==> src/rtl/keypad_scan_unit.sv <==
// 4x4 active-low matrix keypad scanner: row scan, press/release debounce, hex code with strobe.
// Optional feature macro: KEYPAD_REPEAT_EN adds auto-repeat strobes while a key stays held.
module keypad_scan_unit #(
    parameter int unsigned SCAN_DIV     = 50000,
    parameter int unsigned DEBOUNCE_CNT = 10,
    parameter int unsigned REPEAT_DLY   = 25000000,
    parameter int unsigned REPEAT_RATE  = 5000000
) (
    input  logic       clk,
    input  logic       rst,
    input  logic [3:0] col,
    output logic [3:0] row,
    output logic [3:0] key_code,
    output logic       key_valid,
    output logic       key_held
);

    localparam int unsigned DIV_W = (SCAN_DIV > 1) ? $clog2(SCAN_DIV) : 1;
    localparam int unsigned DEB_W = $clog2(DEBOUNCE_CNT + 1);

    localparam logic [DIV_W-1:0] DIV_LAST = DIV_W'(SCAN_DIV - 1);
    localparam logic [DEB_W-1:0] DEB_LAST = DEB_W'(DEBOUNCE_CNT - 1);

    // Elaboration-time parameter sanity checks; they produce no hardware.
    if (SCAN_DIV < 2) begin : g_chk_scan_div
        $error("keypad_scan_unit: SCAN_DIV must be at least 2");
    end
    if (DEBOUNCE_CNT < 1) begin : g_chk_debounce
        $error("keypad_scan_unit: DEBOUNCE_CNT must be at least 1");
    end
    if (REPEAT_DLY < 1 || REPEAT_RATE < 1) begin : g_chk_repeat
        $error("keypad_scan_unit: REPEAT_DLY and REPEAT_RATE must be at least 1");
    end

    typedef enum logic [1:0] {
        StScan,
        StDebounce,
        StPressed,
        StRelease
    } state_e;

    state_e           state;
    logic [1:0]       row_idx;
    logic [DIV_W-1:0] div_cnt;
    logic [DEB_W-1:0] deb_cnt;
    logic [3:0]       pat;

`ifdef KEYPAD_REPEAT_EN
    localparam int unsigned RPT_MAX = (REPEAT_DLY > REPEAT_RATE) ? REPEAT_DLY : REPEAT_RATE;
    localparam int unsigned RPT_W   = (RPT_MAX > 1) ? $clog2(RPT_MAX) : 1;
    localparam logic [RPT_W-1:0] RPT_DLY_LAST  = RPT_W'(REPEAT_DLY - 1);
    localparam logic [RPT_W-1:0] RPT_RATE_LAST = RPT_W'(REPEAT_RATE - 1);

    logic [RPT_W-1:0] rpt_cnt;
    logic             rpt_first;
    logic [RPT_W-1:0] rpt_limit;

    assign rpt_limit = rpt_first ? RPT_DLY_LAST : RPT_RATE_LAST;
`endif

    logic [3:0] col_n;
    logic       col_idle;
    logic       col_single;
    logic       col_match;

    always_comb begin
        col_n      = ~col;
        col_idle   = (col == 4'hF);
        // Exactly one low column: non-zero and a power of two after inversion.
        col_single = !col_idle && ((col_n & (col_n - 4'd1)) == 4'h0);
        col_match  = (col == pat);
    end

    function automatic logic [1:0] col_index(input logic [3:0] p);
        if (!p[0]) return 2'd0;
        if (!p[1]) return 2'd1;
        if (!p[2]) return 2'd2;
        return 2'd3;
    endfunction

    function automatic logic [3:0] key_map(input logic [1:0] r, input logic [1:0] c);
        logic [3:0] code;
        unique case ({r, c})
            4'h0: code = 4'h1;
            4'h1: code = 4'h2;
            4'h2: code = 4'h3;
            4'h3: code = 4'hA;
            4'h4: code = 4'h4;
            4'h5: code = 4'h5;
            4'h6: code = 4'h6;
            4'h7: code = 4'hB;
            4'h8: code = 4'h7;
            4'h9: code = 4'h8;
            4'hA: code = 4'h9;
            4'hB: code = 4'hC;
            4'hC: code = 4'hE;
            4'hD: code = 4'h0;
            4'hE: code = 4'hF;
            default: code = 4'hD;
        endcase
        return code;
    endfunction

    always_ff @(posedge clk or posedge rst) begin
        if (rst) begin
            state     <= StScan;
            row       <= 4'b1110;
            row_idx   <= 2'd0;
            div_cnt   <= '0;
            deb_cnt   <= '0;
            pat       <= 4'hF;
            key_code  <= 4'h0;
            key_valid <= 1'b0;
            key_held  <= 1'b0;
`ifdef KEYPAD_REPEAT_EN
            rpt_cnt   <= '0;
            rpt_first <= 1'b1;
`endif
        end else begin
            key_valid <= 1'b0;
            unique case (state)
                StScan: begin
                    if (div_cnt == DIV_LAST) begin
                        if (col_single) begin
                            // Row stays frozen on the candidate key while it debounces.
                            pat     <= col;
                            deb_cnt <= '0;
                            state   <= StDebounce;
                        end else begin
                            row     <= {row[2:0], row[3]};
                            row_idx <= row_idx + 2'd1;
                            div_cnt <= '0;
                        end
                    end else begin
                        div_cnt <= div_cnt + DIV_W'(1);
                    end
                end

                StDebounce: begin
                    if (col_match) begin
                        if (deb_cnt == DEB_LAST) begin
                            state     <= StPressed;
                            key_code  <= key_map(row_idx, col_index(pat));
                            key_valid <= 1'b1;
                            key_held  <= 1'b1;
`ifdef KEYPAD_REPEAT_EN
                            rpt_cnt   <= '0;
                            rpt_first <= 1'b1;
`endif
                        end else begin
                            deb_cnt <= deb_cnt + DEB_W'(1);
                        end
                    end else begin
                        state   <= StScan;
                        row     <= {row[2:0], row[3]};
                        row_idx <= row_idx + 2'd1;
                        div_cnt <= '0;
                    end
                end

                StPressed: begin
                    if (col_idle) begin
                        state   <= StRelease;
                        deb_cnt <= '0;
                    end else begin
`ifdef KEYPAD_REPEAT_EN
                        if (rpt_cnt == rpt_limit) begin
                            key_valid <= 1'b1;
                            rpt_cnt   <= '0;
                            rpt_first <= 1'b0;
                        end else begin
                            rpt_cnt <= rpt_cnt + RPT_W'(1);
                        end
`endif
                    end
                end

                StRelease: begin
                    if (col_idle) begin
                        if (deb_cnt == DEB_LAST) begin
                            state    <= StScan;
                            key_held <= 1'b0;
                            row      <= {row[2:0], row[3]};
                            row_idx  <= row_idx + 2'd1;
                            div_cnt  <= '0;
                        end else begin
                            deb_cnt <= deb_cnt + DEB_W'(1);
                        end
                    end else begin
                        // Contact bounce on release: still the same press, no new strobe.
                        state <= StPressed;
`ifdef KEYPAD_REPEAT_EN
                        rpt_cnt   <= '0;
                        rpt_first <= 1'b1;
`endif
                    end
                end

                default: state <= StScan;
            endcase
        end
    end

endmodule

==> config.mk <==
export PLATFORM = sky130hd
export DESIGN_NAME = keypad_scan_unit
export DESIGN_NICKNAME = d
export VERILOG_FILES = /design/src/rtl/keypad_scan_unit.sv
export SDC_FILE = /design/constraint.sdc
export NUM_CORES = 1
export LEC_CHECK = 0
export BUFFER_PORTS_ARGS = -buffer_cell sky130_fd_sc_hd__buf_2
export CORE_MARGIN = 1
export CORE_UTILIZATION = 54
export DETAILED_ROUTE_END_ITERATION = 7
export PLACE_DENSITY = 0.75
export SETUP_SLACK_MARGIN = 0.05
export SYNTH_ARGS = -nofsm -noshare
export SYNTH_HDL_FRONTEND = slang
export SYNTH_SLANG_ARGS = --single-unit
==> constraint.sdc <==
create_clock -name clk -period 1.94 [get_ports clk]
set_input_delay 0.097 -clock clk [delete_from_list [all_inputs] [get_ports clk]]
set_output_delay 0.097 -clock clk [all_outputs]
set_load 0.02 [all_outputs]
# Word level (Yosys, flattened, before mapping)
# Memories as Yosys holds them, arrays and structs flattened. A register that Yosys moved wholly into a read port is not among the register bits.
# Index checks and enable logic that the tools add are counted.
word_totals:
  reg_bits: 34
  romBits: 64
  in_bits: 6
  output_inout_bits: 10
  wordCells: 112
  memories: 1
memory_table:
  columns: ["memory", "depth", "word_bits", "rd", "rd_clocked_by_memory_dff", "wr", "line_no", "text"]
  rows:
  - ["(name not given)", 16, 4, 1, 1, 0, "83", "unique case ({r, c})"]
op_classes:
  add_sub_neg: 4
  eq_ne: 19
  n_mux: 65
  n_bitwise: 2
  reduce_logical: 13
op_table:
  columns: ["op", "n"]
  rows:
  - ["16-bit 2-to-1 mux", 5]
  - ["16-bit case mux with 3 select lines", 1]
  - ["4-bit 2-to-1 mux", 11]
  - ["2-bit 2-to-1 mux", 21]
  - ["1-bit 2-to-1 mux", 22]
  - ["5-bit AND reduction", 4]
  - ["2-bit != test, second input constant", 9]
  - ["16-bit by 1-bit adder with 16-bit output, second input constant", 1]
  - ["16-bit equality test, second input constant", 1]
  - ["4-bit case mux with 4 select lines", 1]
  - ["4-bit case mux with 3 select lines", 1]
  - ["3-bit != test, second input constant", 3]
  - ["4-bit equality test, second input constant", 2]
  - ["2-bit case mux with 4 select lines", 1]
  - ["2-bit case mux with 3 select lines", 1]
  - ["3-bit AND reduction", 2]
  - ["6-bit AND reduction", 1]
  - ["4-bit by 1-bit adder with 4-bit output, second input constant", 1]
  - ["4-bit AND", 1]
  - ["2-bit equality test, second input constant", 2]
  - ["4-bit equality test", 1]
  - ["4-bit zero test", 1]
  - ["4-bit NOT", 1]
  - ["4-bit by 1-bit subtractor with 4-bit output, second input constant", 1]
  - ["other kinds (8)", 8]

# Longest topological paths before layout
logic_depth:
  depth_word: 19
  mapped_depth: 9
  ltp_nobuf: 8

# Worst setup path before layout
# OpenSTA, ideal clock, no wires.
synth_path:
  path_kind: "register -> register"
  startpoint: "register div_cnt[4]"
  endpoint: "register row[0]"
  setup_ns: 0.128
  t_arrival_ns: 1.965
  required_ns: 1.812
  setup_slack_ns: -0.152
  stages_incl_launch_ff: 7
  cell_sequence: "dfrtp_1 buf_6 or4b_4 nand4bb_4 and2_4 nor3_4 mux2_1"
synth_via:
  elab_chain_cells: 3
synth_lines:
  columns: ["item", "line_no", "text"]
  rows:
  - ["from (decl)", "44", "logic [DIV_W-1:0] div_cnt;"]
  - ["from (signal assigned)", "135", "div_cnt <= div_cnt + DIV_W'(1);"]
  - ["16-bit equality test", "123", "if (div_cnt == DIV_LAST) begin"]
  - ["2-bit != test (no line)", null, null]
  - ["6-bit AND reduction (no line)", null, null]
  - ["to (signal assigned)", "130", "row <= {row[2:0], row[3]};"]
  - ["to (signal assigned)", "155", "row <= {row[2:0], row[3]};"]
  - ["to (signal assigned)", "183", "row <= {row[2:0], row[3]};"]
  - ["to (decl)", "12", "output logic [3:0] row,"]
# Every way passes these cells.
# A chain may end at the register's enable or synchronous reset.

# Worst setup path after layout
layout_path:
  startpoint: "register div_cnt[13]"
  endpoint: "register row[0]"
# Same word-level chain as after synthesis.

==> results.py <==
metrics = {
    "die": {
        "initial_utilization_pct": 58.0,
        "rows": 22,
        "core_region_area_um2": 3800,
        "fp.dieH_um": 65.9,
        "ios": 16,
        "die_area_um2": 4340,
        "die_x_um": 65.9,
    },
    "detailed_routing": {
        "antenna_left": 0,
        "routed_via_density": 5.94,
        "wl_per_cell_um": 16.3,
        "wirelength_mm": 5.62,
        "firstDrtPassIters": 5,
        "drtIter0Drc": 211,
        "drcViolationCount": 0,
        "num_vias": 2045,
    },
    "synthesis": {
        "synthCells": 233,
        "synth_area_per_cell_um2": 9.45,
        "syn_area_um2": 2200,
        "synthArstFlopShare_pct": 100,
        "synth_ff_type": "dfrtp_1",
        "ys_seq_area_share_pct": 43.6,
        "syn_nets": 247,
        "ys_ff_latch": 38,
        "synth_edf_count": 0,
        "yosysUniqueCellTypes": 49,
        "ys.warnings.count": 0,
    },
    "critical_path": {
        "worstPathMaxFanout": 6,
        "crit_required_ns": 2.13,
        "path_class": "reg -> reg",
        "critPathTopFamily": "simple AND/OR/NAND/NOR gates",
        "path_buf_inv": 1,
        "crit_path_start": "div_cnt[13]",
        "critPathMaxStageDelay_ns": 0.53,
        "rr_startpoint": "div_cnt[13]",
        "reg2regPathDepth": 6,
        "critPathSlowestCell": "or4bb_1",
        "arrival_ns": 2.25,
        "cp-end-kind": "flop",
        "cp_cell_sequence": "or4bb_1, nand4bb_4, and2_4, nor3_4, buf_6, mux2_4",
        "reg2reg_slack_ns": -0.12,
        "worstReg2RegEnd": "row[0]",
        "endpoint": "row[0]",
        "critPathLaunchType": "flop",
        "critical_path_depth": 6,
    },
    "timing": {
        "maxSlewViolCount": 0,
        "setup_ws_ns": -0.120,
        "finalSetupViolCount": 25,
        "hold_viol_final": 0,
        "relSlewSlack_pct": 67.8,
        "rsz0062_at_grt": "true",
        "clock.fmax_mhz": 485,
        "post-route-period-util_pct": 106,
        "setup_tns_ns": -1.41,
        "tightest_slew_ns": 0.483,
        "fin_crit_ns": 2.06,
        "clock-skew-final_ns": 0.00661,
    },
    "power_and_ir_drop": {
        "leakage_nw": 1.38,
        "p_per_area_nw_per_um2": 797,
        "ir_worst_vdd_uv": 884,
    },
    "global_routing": {
        "grt_pass1_vias": 1966,
        "antenna_found_initial": 0,
        "grt_max_degree": 39,
        "grt_overflow": 0,
        "grt_pass1_wl_mm": 8.87,
        "grt_use_total_pct": 27.3,
    },
    "layout": {
        "num-fill-cells": 262,
        "drive_gt1_share_pct": 39.2,
        "area_growth_pct": 33.4,
        "fin_cells": 344,
        "antenna_cells": 0,
        "register_area_um2": 960,
        "layout.nets": 309,
        "multiInputGateArea_um2": 1290,
    },
    "placed_design": {
        "placed_cells": 327,
        "port_buffers": 15,
        "dp_hpwl_mm": 3.56,
        "gp_congestion": 0.885,
        "post-place-ws_ns": -0.141,
    },
    "cts": {
        "cts.clk_slew.worst_paths_ns": 0.08,
        "worst_skew_pair.late_latency_ns": 0.30,
        "cts_tree": "yes",
        "cts_buffers": 5,
        "clockBufferDepth": 2,
        "cts_max_level": 2,
        "cts.sinks": 38,
        "cts-root-buf": "clkbuf_8",
    },
    "status": {
        "outcome": "complete, but fails checks",
        "failed_checks": "setup timing",
    },
    "worst_hold_path": {
        "hp-class": "in -> reg",
    },
    "run": {
        "drv_cap": 0,
    },
}
worst register-to-register path: cells and delay by family, from the launching register on:
kind | cells | cell delay [ns]
buf+inv | 1 | 0.15
flops | 1 | 0.38
mux | 1 | 0.30
simple gates | 4 | 1.11
cell type report:
class	instances	share of cell area, %
clock inverter	3	1.53
timing repair buffer	62	15.4
multi-input combinational	172	43.9
sequential	38	32.7
clock buffer	5	2.34
tap	48	2.05
inverter	16	2.05
worst min-delay path by stage:
stage               startpoint         end  slack, ns  cells after the start
floorplan               col[2]      pat[2]       0.21                      2
global placement           rst      row[0]       0.23                      3
detailed placement         rst  div_cnt[6]       0.23                      3
CTS                     col[2]      pat[2]       0.06                      3
global route            col[2]      pat[2]       0.06                      3
finish                  col[2]      pat[2]       0.05                      3
synth_stat cells (2+ instances only):
master / n / area, µm²
xnor2_1: 6 / 52.6
xor2_1: 3 / 26.3
or3_1: 4 / 25.0
nor3_1: 4 / 20.0
mux2_1: 4 / 45.0
nand3_1: 12 / 60.1
dfstp_2: 7 / 184
dfrtp_1: 31 / 776
mux2_2: 3 / 33.8
mux2i_1: 5 / 50.1
o21ai_1: 4 / 20.0
a21oi_1: 20 / 100
a21o_1: 6 / 45.0
o211ai_1: 3 / 22.5
buf_2: 2 / 10.0
o21ai_0: 24 / 120
inv_1: 16 / 60.1
nand2_1: 20 / 75.1
o21a_1: 2 / 15.0
clkbuf_1: 4 / 15.0
and3_1: 4 / 25.0
nand4_1: 4 / 25.0
ha_1: 8 / 100
nor2_1: 12 / 45.0
sequential cells by signal, indices dropped and copies added (netlist names):
register,cells
deb_cnt,4
div_cnt,16
key_code,4
key_held,1
key_valid,1
pat,4
row,4
row_idx,2
state,2
cells in the final DEF, fill, tap and decap left out, types with 6 or more instances in the layout:
cell / count
a21o_1: 6
a21oi_1: 17
buf_2: 15
buf_4: 40
buf_6: 6
dfrtp_1: 31
dfstp_2: 7
ha_1: 7
inv_1: 15
nand2_1: 17
nand3_1: 10
nor2_1: 11
o21ai_0: 10
o21ai_1: 14
xnor2_1: 6
per-layer routing:
layer	GRT usage, %	wire length, µm	up-vias
met5	0	0	-
met4	10.3	136	0
met3	5.17	335	17
met2	47.6	2850	90
met1	32.9	2300	976
li1	-	-	962
power by group:
| group | internal [mW] | total (mW) | switching [mW] | leakage, nW |
|---|---|---|---|---|
| sequential | 0.894 | 1.02 | 0.124 | 0.476 |
| clock | 0.383 | 0.691 | 0.309 | 0.0504 |
| combinational | 0.313 | 0.630 | 0.317 | 0.854 |
timing repair:
item                                   CTS  global route
endpoints found under the hold margin   31             0
pin swaps                                9            18
gates resized for setup                 13            41
setup endpoints to repair               29            29
hold buffers                             1             0
setup buffers                            5             4
kinds of logic after synthesis:
kind of cell	share of synthesized area [%]
flops	43.6
buf+inv	4.37
compound gates	18.4
fa+ha+maj	4.55
simple gates	19.7
mux	5.85
xor+xnor	3.58
stage by stage:
| stage | total power, mW | hold WS, ns | util [%] | cell area [µm²] |
|---|---|---|---|---|
| after floorplan | 1.37 | 0.206 | - | 2200 |
| after global placement | 1.54 | 0.231 | 68.1 | 2590 |
| after detailed placement | 1.57 | 0.228 | 68.1 | 2590 |
| after CTS | 2.29 | 0.0642 | 73.6 | 2790 |
| after global routing | 2.44 | 0.0588 | 77.3 | 2940 |
| final | 2.34 | 0.0539 | 77.3 | 2940 |
(Power assumes the default switching activity.)
